File: src/rtl/capture_sequencer.sv
// Capture run controller: pre-trigger fill, trigger wait, post-trigger capture.
// Define TRIG_TIMEOUT_EN to force a trigger after timeout_len samples in WAIT_TRIG.
module capture_sequencer #(
    parameter int ADDR_W = 10,
    parameter int CNT_W  = 16
) (
    input  logic              CLKin,
    input  logic              RSTn,
    input  logic              arm,
    input  logic              abort,
    input  logic              trig_in,
    input  logic [CNT_W-1:0]  pre_len,
    input  logic [CNT_W-1:0]  post_len,
    input  logic [CNT_W-1:0]  timeout_len,
    input  logic [3:0]        phase,
    output logic              start,
    output logic              wr_en,
    output logic [ADDR_W-1:0] wr_addr,
    output logic [ADDR_W-1:0] trig_addr,
    output logic              busy,
    output logic              done,
    output logic              timed_out
);

    typedef enum logic [2:0] {
        S_IDLE,
        S_PRE,
        S_WAIT,
        S_POST,
        S_DONE
    } state_t;

    state_t state, state_n;

    logic [CNT_W-1:0]  pre_q, pre_q_n;
    logic [CNT_W-1:0]  post_q, post_q_n;
    logic [CNT_W-1:0]  cnt, cnt_n, cnt_inc;
    logic [ADDR_W-1:0] addr_n, taddr_n;
    logic              sev, trig, tfire, arm_ok;
    logic              done_n, tout_n;

    assign sev     = start & (phase == 4'h8);
    assign busy    = (state == S_PRE) | (state == S_WAIT) | (state == S_POST);
    assign arm_ok  = arm & ~abort & ~busy;
    assign cnt_inc = cnt + CNT_W'(1);

`ifdef TRIG_TIMEOUT_EN
    logic [CNT_W-1:0] tcnt, tcnt_n;

    assign tfire = (timeout_len != '0) && (tcnt == timeout_len);

    // Samples seen since WAIT_TRIG was entered; zero everywhere else.
    always_comb begin
        tcnt_n = '0;
        if (state == S_WAIT && !abort)
            tcnt_n = sev ? tcnt + CNT_W'(1) : tcnt;
    end

    always_ff @(posedge CLKin or negedge RSTn) begin
        if (!RSTn) tcnt <= '0;
        else       tcnt <= tcnt_n;
    end
`else
    logic unused_timeout;

    assign unused_timeout = ^timeout_len;
    assign tfire          = 1'b0;
`endif

    assign trig = trig_in | tfire;

    always_comb begin
        state_n  = state;
        pre_q_n  = pre_q;
        post_q_n = post_q;
        cnt_n    = cnt;
        addr_n   = wr_en ? wr_addr + ADDR_W'(1) : wr_addr;
        taddr_n  = trig_addr;
        tout_n   = timed_out;
        unique case (state)
            S_IDLE, S_DONE: begin
                if (arm_ok) begin
                    pre_q_n  = pre_len;
                    post_q_n = post_len;
                    cnt_n    = '0;
                    addr_n   = '0;
                    tout_n   = 1'b0;
                    state_n  = (pre_len != '0) ? S_PRE : S_WAIT;
                end
            end
            S_PRE: begin
                if (sev) begin
                    cnt_n = cnt_inc;
                    if (cnt_inc == pre_q) begin
                        cnt_n   = '0;
                        state_n = S_WAIT;
                    end
                end
            end
            S_WAIT: begin
                if (trig) begin
                    // Next write lands at wr_addr, or one past it if a write is in flight.
                    taddr_n = wr_addr + ADDR_W'(wr_en);
                    tout_n  = timed_out | (tfire & ~trig_in);
                    if (post_q == '0 || (sev && post_q == CNT_W'(1))) begin
                        cnt_n   = '0;
                        state_n = S_DONE;
                    end else begin
                        cnt_n   = sev ? CNT_W'(1) : '0;
                        state_n = S_POST;
                    end
                end
            end
            S_POST: begin
                if (sev) begin
                    cnt_n = cnt_inc;
                    if (cnt_inc == post_q) begin
                        cnt_n   = '0;
                        state_n = S_DONE;
                    end
                end
            end
            default: state_n = S_IDLE;
        endcase
        if (abort) begin
            state_n = S_IDLE;
            cnt_n   = '0;
        end
        done_n = (state_n == S_DONE) | (done & ~arm_ok);
    end

    always_ff @(posedge CLKin or negedge RSTn) begin
        if (!RSTn) begin
            state     <= S_IDLE;
            pre_q     <= '0;
            post_q    <= '0;
            cnt       <= '0;
            start     <= 1'b0;
            wr_en     <= 1'b0;
            wr_addr   <= '0;
            trig_addr <= '0;
            done      <= 1'b0;
            timed_out <= 1'b0;
        end else begin
            state     <= state_n;
            pre_q     <= pre_q_n;
            post_q    <= post_q_n;
            cnt       <= cnt_n;
            start     <= busy & ~abort;
            wr_en     <= sev;
            wr_addr   <= addr_n;
            trig_addr <= taddr_n;
            done      <= done_n;
            timed_out <= tout_n;
        end
    end

endmodule

File: config.mk
export PLATFORM = sky130hd
export DESIGN_NAME = capture_sequencer
export DESIGN_NICKNAME = d
export VERILOG_FILES = /design/src/rtl/capture_sequencer.sv
export SDC_FILE = /design/constraint.sdc
export NUM_CORES = 1
export LEC_CHECK = 0
export ABC_AREA = 0
export BUFFER_PORTS_ARGS = -buffer_cell sky130_fd_sc_hd__buf_4
export CELL_PAD_IN_SITES_DETAIL_PLACEMENT = 0
export CELL_PAD_IN_SITES_GLOBAL_PLACEMENT = 2
export CORE_ASPECT_RATIO = 0.75
export CORE_UTILIZATION = 35
export DETAILED_ROUTE_END_ITERATION = 8
export GPL_TIMING_DRIVEN = 0
export HOLD_SLACK_MARGIN = 0.08
export PLACE_DENSITY = 0.89
export SYNTH_ARGS = -nofsm -noshare
export SYNTH_HDL_FRONTEND = slang
export SYNTH_SLANG_ARGS = --single-unit
File: constraint.sdc
create_clock -name CLKin -period 4.7 [get_ports CLKin]
set_clock_uncertainty 0.2 [all_clocks]
set_input_delay 0.94 -clock CLKin [delete_from_list [all_inputs] [get_ports CLKin]]
set_output_delay 0.94 -clock CLKin [all_outputs]
set_load 0.02 [all_outputs]
==> key figures, run 1 <==
STA
  – Finish-stage setup viols: 0
  – Max Slew Vio Count: 0
  – WHS: 0.316 ns
  – Tcrit/Tclk final: 83.6%
  – Fin Setup TNS: 0 ns
  – Worst slew margin: 34.6%
  – Fmax achieved: 255 MHz
  – Fin. Hold Viols: 0
  – RSZ-0062 raised after global routing: false
  – Slew at the pin closest to its max-slew limit: 0.981 ns
  – Final min period: 3.93 ns

Critical path
  – CP top delay family: simple AND/OR/NAND/NOR gates
  – CP cell instances: ha_1 > xor2_1 > xnor2_1 > nand4_1 > or4_1 > or4_4 > o22ai_4 > buf_2 > nor2_1 > a221o_1
  – CP peak stage delay: 0.53 ns
  – Worst path slowest cell: or4_4
  – Buffers & Inverters on Critical Path: 1
  – Worst setup SP type: register
  – Worst setup EP type: register
  – CP required: 4.72 ns
  – Reg2reg setup slack: 0.77 ns
  – CP max FO: 10
  – WP data arrival: 3.95 ns
  – CP Class: register to register

Layout
  – Layout cells sized above 1: 26.7%
  – Most common cell after layout, fill and taps aside: dfrtp_1
  – Antenna diodes: 0
  – Area grow syn2layout: 21.6%
  – Most frequent cells in the layout: dfrtp_1 (74), buf_4 (71), nor2_1 (48), xnor2_1 (34), mux2_2 (32)
  – Nets: 584
  – Fillcell total: 1244
  – Final Non-Filler Cells: 694

Run status
  – Outcome: complete, no violations

Job
  – Max-cap violations: 0

Worst hold path
  – Worst Hold Class: register to register

CTS
  – Sink Count: 74
  – Worst skew pair latency: 0.34 ns
  – Root buffer cell: clkbuf_16
  – CTS tree: yes
  – H-tree depth: 3
  – # resized after CTS: 0
  – Clock tree buffer depth: 2
  – Number of buffers created by CTS: 9
  – Post-CTS Setup Bufs: 0
  – Hold-fix buffers at CTS: 0
  – Clk pin slew, worst setup/hold paths: 0.07 ns

Yosys
  – Sequential element share of the synthesized area: 41.3%
  – Syn nets: 509
  – Yosys reg bits: 74
  – Main synth FF type: dfrtp_1
  – Synth warnings: 0
  – Async S/R FF share, synth: 100%
  – Avg Cell Area, Syn: 10.0 sq um
  – Synthesized area: 0.00448 sq mm
  – EDFF count, synth: 0
  – Post-synth cell types: 68
  – Mapped Cells: 448

Global route
  – Vias in the first global route: 3727
  – Total GRT Usage: 21.0%
  – Total grt overflow: 0
  – First-pass GRT wire length: 21300 um
  – Largest net degree at the start of global routing: 75
  – Initial antenna violation count: 0

Pwr
  – Peak VDD IR: 0.171 mV
  – Cell Pwr Density: 304 mW/mm^2
  – Leak pwr: 2.28 nW
  – Final Total Pwr: 1.65 mW

Die
  – Ports: 82
  – Floorplan core area: 0.0124 sq mm
  – Chip Height: 100 um
  – Die X-Extent: 133 um
  – Num rows: 35
  – Starting density of the core: 36.2%
  – Die Area: 0.0133 sq mm

Place
  – Cells after DPL: 678
  – Port-buffer cells: 64
  – DPL Wire Length: 9910 um
  – Gpl congestion: 0.891

Drt
  – Antenna viol nets, final: 0
  – Final wirelength: 13200 um
  – Vias: 3925
  – Iteration-0 DRC Markers: 310
  – Vias per inst: 5.66
  – Remaining DRCs: 0
  – WL/cell: 19.0 um
  – Drt first pass iters: 5
[logic make-up after synthesis]
logic type	synth area share (%)
AND/OR/NAND/NOR	21.2
flip-flops	41.3
AO/OA/AOI/OAI	12.1
XOR/XNOR	11.4
buffers and inverters	4.63
multiplexers	8.26
adder cells (fa/ha/maj)	1.12
other	0.0836
[routing by layer]
metal / track usage, % / vias up / share of wire, %
met4: 5.48 / 0 / 1.3
met2: 28.5 / 153 / 41
met1: 32.6 / 1957 / 51
met5: 0 / - / 0
li1: - / 1797 / -
met3: 5.25 / 18 / 7.4
[synth_stat cells, types with 2 or more instances]
master,count,area [sq um]
nor4_2,2,25.0
nor2b_1,4,25.0
or2_2,2,12.5
o21ai_0,7,35.0
o2111ai_1,2,17.5
inv_1,9,33.8
xor2_1,19,166
a22oi_1,2,15.0
and4_1,3,26.3
dfrtp_1,74,1850
nor4_1,14,87.6
a31oi_1,4,25.0
nand4_1,15,93.8
buf_6,3,33.8
a211oi_1,2,15.0
nor2_1,48,180
nand2_1,20,75.1
clkbuf_1,16,60.1
a221o_1,10,100
ha_1,4,50.1
o32ai_1,2,17.5
buf_4,7,52.6
o221ai_1,2,17.5
a21o_1,4,30.0
o31a_1,2,17.5
nand2b_1,3,18.8
or3_1,6,37.5
and3_1,3,18.8
o2bb2ai_1,2,17.5
a22o_1,3,26.3
mux2_2,32,360
buf_2,4,20.0
or4_1,5,37.5
o31ai_1,4,30.0
nor3_1,10,50.1
nand3b_1,2,15.0
nor4b_1,3,26.3
xnor3_1,2,45.0
xnor2_1,34,298
a21oi_1,16,80.1
nand3_1,15,75.1
[final cells by class]
class	instances	area, sq um	area share, %
Buffer	31	174	3.19
Clock buffer	10	229	4.20
Clock inverter	6	50.0	0.918
Inverter	9	33.8	0.620
Multi-Input combinational cell	334	2420	44.5
Sequential cell	74	1850	34.0
Tap cell	166	208	3.81
Timing Repair Buffer	64	480	8.81
[stage by stage]
stage / area [sq um] / setup WS (ns) / utilization [%]
after floorplan: 4480 / 1.40 / -
after global placement: 5170 / 0.812 / 41.7
after detailed placement: 5170 / 0.783 / 41.7
after CTS: 5450 / 0.775 / 44.0
after global routing: 5450 / 0.632 / 44.0
final: 5450 / 0.772 / 44.0
[sequential cells by signal, summed over array words and instances, names as in the netlist]
register   flops
wr_en          1
done           1
cnt           16
post_q        16
wr_addr       10
trig_addr     10
start          1
state          3
pre_q         16
[report_power, final]
part	leakage [nW]	switching (mW)	total (mW)	internal [mW]
sequential	0.945	0.0650	0.758	0.693
clock	0.130	0.294	0.657	0.363
combinational	1.20	0.109	0.240	0.131
[path summary, 6_finish.rpt]
kind	cells after the start	start	endpoint
max	10	cnt[0]	cnt[10]
min	1	trig_addr[0]	trig_addr[0]
max reg2reg	10	cnt[0]	cnt[10]
min reg2reg	1	trig_addr[0]	trig_addr[0]
max in group asynchronous	1	RSTn	start
min in group asynchronous	1	RSTn	cnt[4]
(Power assumes the default switching activity.)
==> run 2: changes to the inputs <==
==> constraint.sdc (replaced) <==
create_clock -name CLKin -period 4 [get_ports CLKin]
set_clock_uncertainty 0.2 [all_clocks]
set_input_delay 0.8 -clock CLKin [delete_from_list [all_inputs] [get_ports CLKin]]
set_output_delay 0.8 -clock CLKin [all_outputs]
set_load 0.02 [all_outputs]
==> run 2 against run 1 <==
  * Non-clock buffer count stayed put
  * Via count fell by 0.92%
  * Global-route usage unchanged
  * Routed wire length about the same
  * Clock power rose by 18%
  * Highest routed layer unchanged
==> key figures, run 2 (synthesized netlist as in run 1, its figures left out) <==
Run status
  – Outcome: complete, no violations

STA
  – Fin Setup TNS: 0 ns
  – Slew at the pin closest to its max-slew limit: 0.980 ns
  – Fin. Hold Viols: 0
  – Worst slew margin: 34.6%
  – Max Slew Vio Count: 0
  – Tcrit/Tclk final: 96.0%
  – Fmax achieved: 260 MHz
  – Final min period: 3.84 ns
  – RSZ-0062 raised after global routing: false
  – Finish-stage setup viols: 0

Critical path
  – Worst path slowest cell: or4_4
  – CP Capture Point: cnt[10]
  – Levels on crit path: 10
  – CP cell instances: ha_2 > nand3_2 > nor2_4 > o311ai_1 > or4_1 > or4_4 > o22ai_4 > buf_2 > nor2_1 > a221o_1
  – Buffers & Inverters on Critical Path: 1
  – Reg2reg setup slack: 0.16 ns
  – Worst Reg2Reg Path Length in Cells: 10
  – CP required: 4.02 ns
  – Worst R2R Start: cnt[0]
  – CP top delay family: simple AND/OR/NAND/NOR gates
  – CP Class: register to register
  – CP max FO: 10
  – CP Launch Point: cnt[0]
  – WP data arrival: 3.86 ns
  – Worst setup SP type: register
  – Worst setup EP type: register
  – CP peak stage delay: 0.53 ns
  – Worst R2R End: cnt[10]

Pwr
  – Reg power frac: 45.8%
  – Peak VDD IR: 0.200 mV
  – Leak pwr: 2.27 nW
  – Sw Pwr: 0.550 mW
  – Clock power frac: 39.8%
  – Combinational power share: 14.5%
  – Switching part of the total: 28.3%
  – Cell Pwr Density: 356 mW/mm^2
  – Int Pwr: 1.40 mW

CTS
  – Sink Count: 74
  – Root buffer cell: clkbuf_16
  – # resized after CTS: 0
  – Number of buffers created by CTS: 9
  – Post-CTS Setup Bufs: 0
  – H-tree depth: 3
  – Worst skew pair latency: 0.34 ns
  – Hold-fix buffers at CTS: 0
  – CTS tree: yes
  – Clk pin slew, worst setup/hold paths: 0.06 ns
  – Clock tree buffer depth: 2

Layout
  – Area grow syn2layout: 21.8%
  – Most frequent cells in the layout: dfrtp_1 (74), buf_4 (71), nor2_1 (48), xnor2_1 (34), mux2_2 (32)
  – Fillcell total: 1243
  – Nets: 584
  – Register area: 0.00185 sq mm
  – Antenna diodes: 0
  – Most common cell after layout, fill and taps aside: dfrtp_1
  – Finished Cell Area: 0.00546 sq mm
  – Multi-input gate area: 0.00243 sq mm
  – Layout cells sized above 1: 27.1%
  – Biggest regs: cnt (16), post_q (16), pre_q (16)

Job
  – Max-cap violations: 0

Drt
  – Vias per inst: 5.60
  – WL/cell: 19.0 um
  – Final wirelength: 13200 um
  – Met3 wire length: 1050 um
  – Top Metal Used: met4
  – Drt first pass iters: 5
  – M1 WL: 6650 um
  – Vias: 3889
  – Remaining DRCs: 0
  – Antenna viol nets, final: 0
  – Met2 WL: 5410 um
  – Iteration-0 DRC Markers: 318

Worst hold path
  – Hold Crit Depth: 1
  – Worst Hold Class: register to register

Die
  – Floorplan core area: 0.0124 sq mm
  – Die Area: 0.0133 sq mm
  – Die X-Extent: 133 um
  – Ports: 82
  – Starting density of the core: 36.2%
  – Num rows: 35
  – Chip Height: 100 um

Place
  – Gpl congestion: 0.891
  – DP Area: 0.00517 sq mm
  – Port-buffer cells: 64
  – DPL Wire Length: 9910 um

Global route
  – Total GRT Usage: 21.0%
  – First-pass GRT wire length: 21300 um
  – Total grt overflow: 0
  – Largest net degree at the start of global routing: 75
  – Initial antenna violation count: 0
  – Vias in the first global route: 3727
[run 2: cell counts in the layout (fill, tap and decap cells not counted)]
Identical to the previous run, type by type.
[run 2: power by group through the flow]
stage	clock (mW)	sequential, mW	combinational [mW]
after CTS	0.795	0.888	0.282
after global placement	0	0.900	0.278
after floorplan	0	0.880	0.184
after detailed placement	0	0.903	0.280
final	0.773	0.890	0.282
after global routing	0.819	0.898	0.308
[run 2: metrics by stage]
| step | cells | hold slack, ns | total power, mW | worst slack, ns | util, % |
|---|---|---|---|---|---|
| global route | 694 | 0.347 | 2.03 | 0.0121 | 44.1 |
| CTS | 694 | 0.327 | 1.97 | 0.0752 | 44.0 |
| global placement | 678 | 0.301 | 1.18 | 0.112 | 41.7 |
| detailed placement | 678 | 0.308 | 1.18 | 0.0834 | 41.7 |
| floorplan | 448 | 0.292 | 1.06 | 0.702 | - |
| finish | 694 | 0.316 | 1.95 | 0.158 | 44.1 |
[run 2: worst min path at each step]
stage	to	slack, ns	startpoint
2_1_floorplan	cnt[1]	0.29	cnt[1]
3_3_place_gp	trig_addr[1]	0.30	trig_addr[1]
3_5_place_dp	trig_addr[0]	0.31	trig_addr[0]
4_1_cts	trig_addr[0]	0.33	trig_addr[0]
5_1_grt	pre_q[11]	0.35	pre_q[11]
6_report	trig_addr[0]	0.32	trig_addr[0]
[run 2: metal layers]
layer / up-vias / track usage [%]
met5: - / 0
met4: 0 / 5.48
met3: 9 / 5.25
met2: 153 / 28.5
met1: 1932 / 32.6
li1: 1795 / -
[run 2: area by class of cell]
cell class / count / share of cell area (%)
timing repair buffer: 64 / 8.80
buffer: 31 / 3.18
clock inverter: 6 / 0.916
tap: 166 / 3.80
inverter: 9 / 0.619
sequential: 74 / 33.9
multi-input combinational: 334 / 44.6
clock buffer: 10 / 4.19
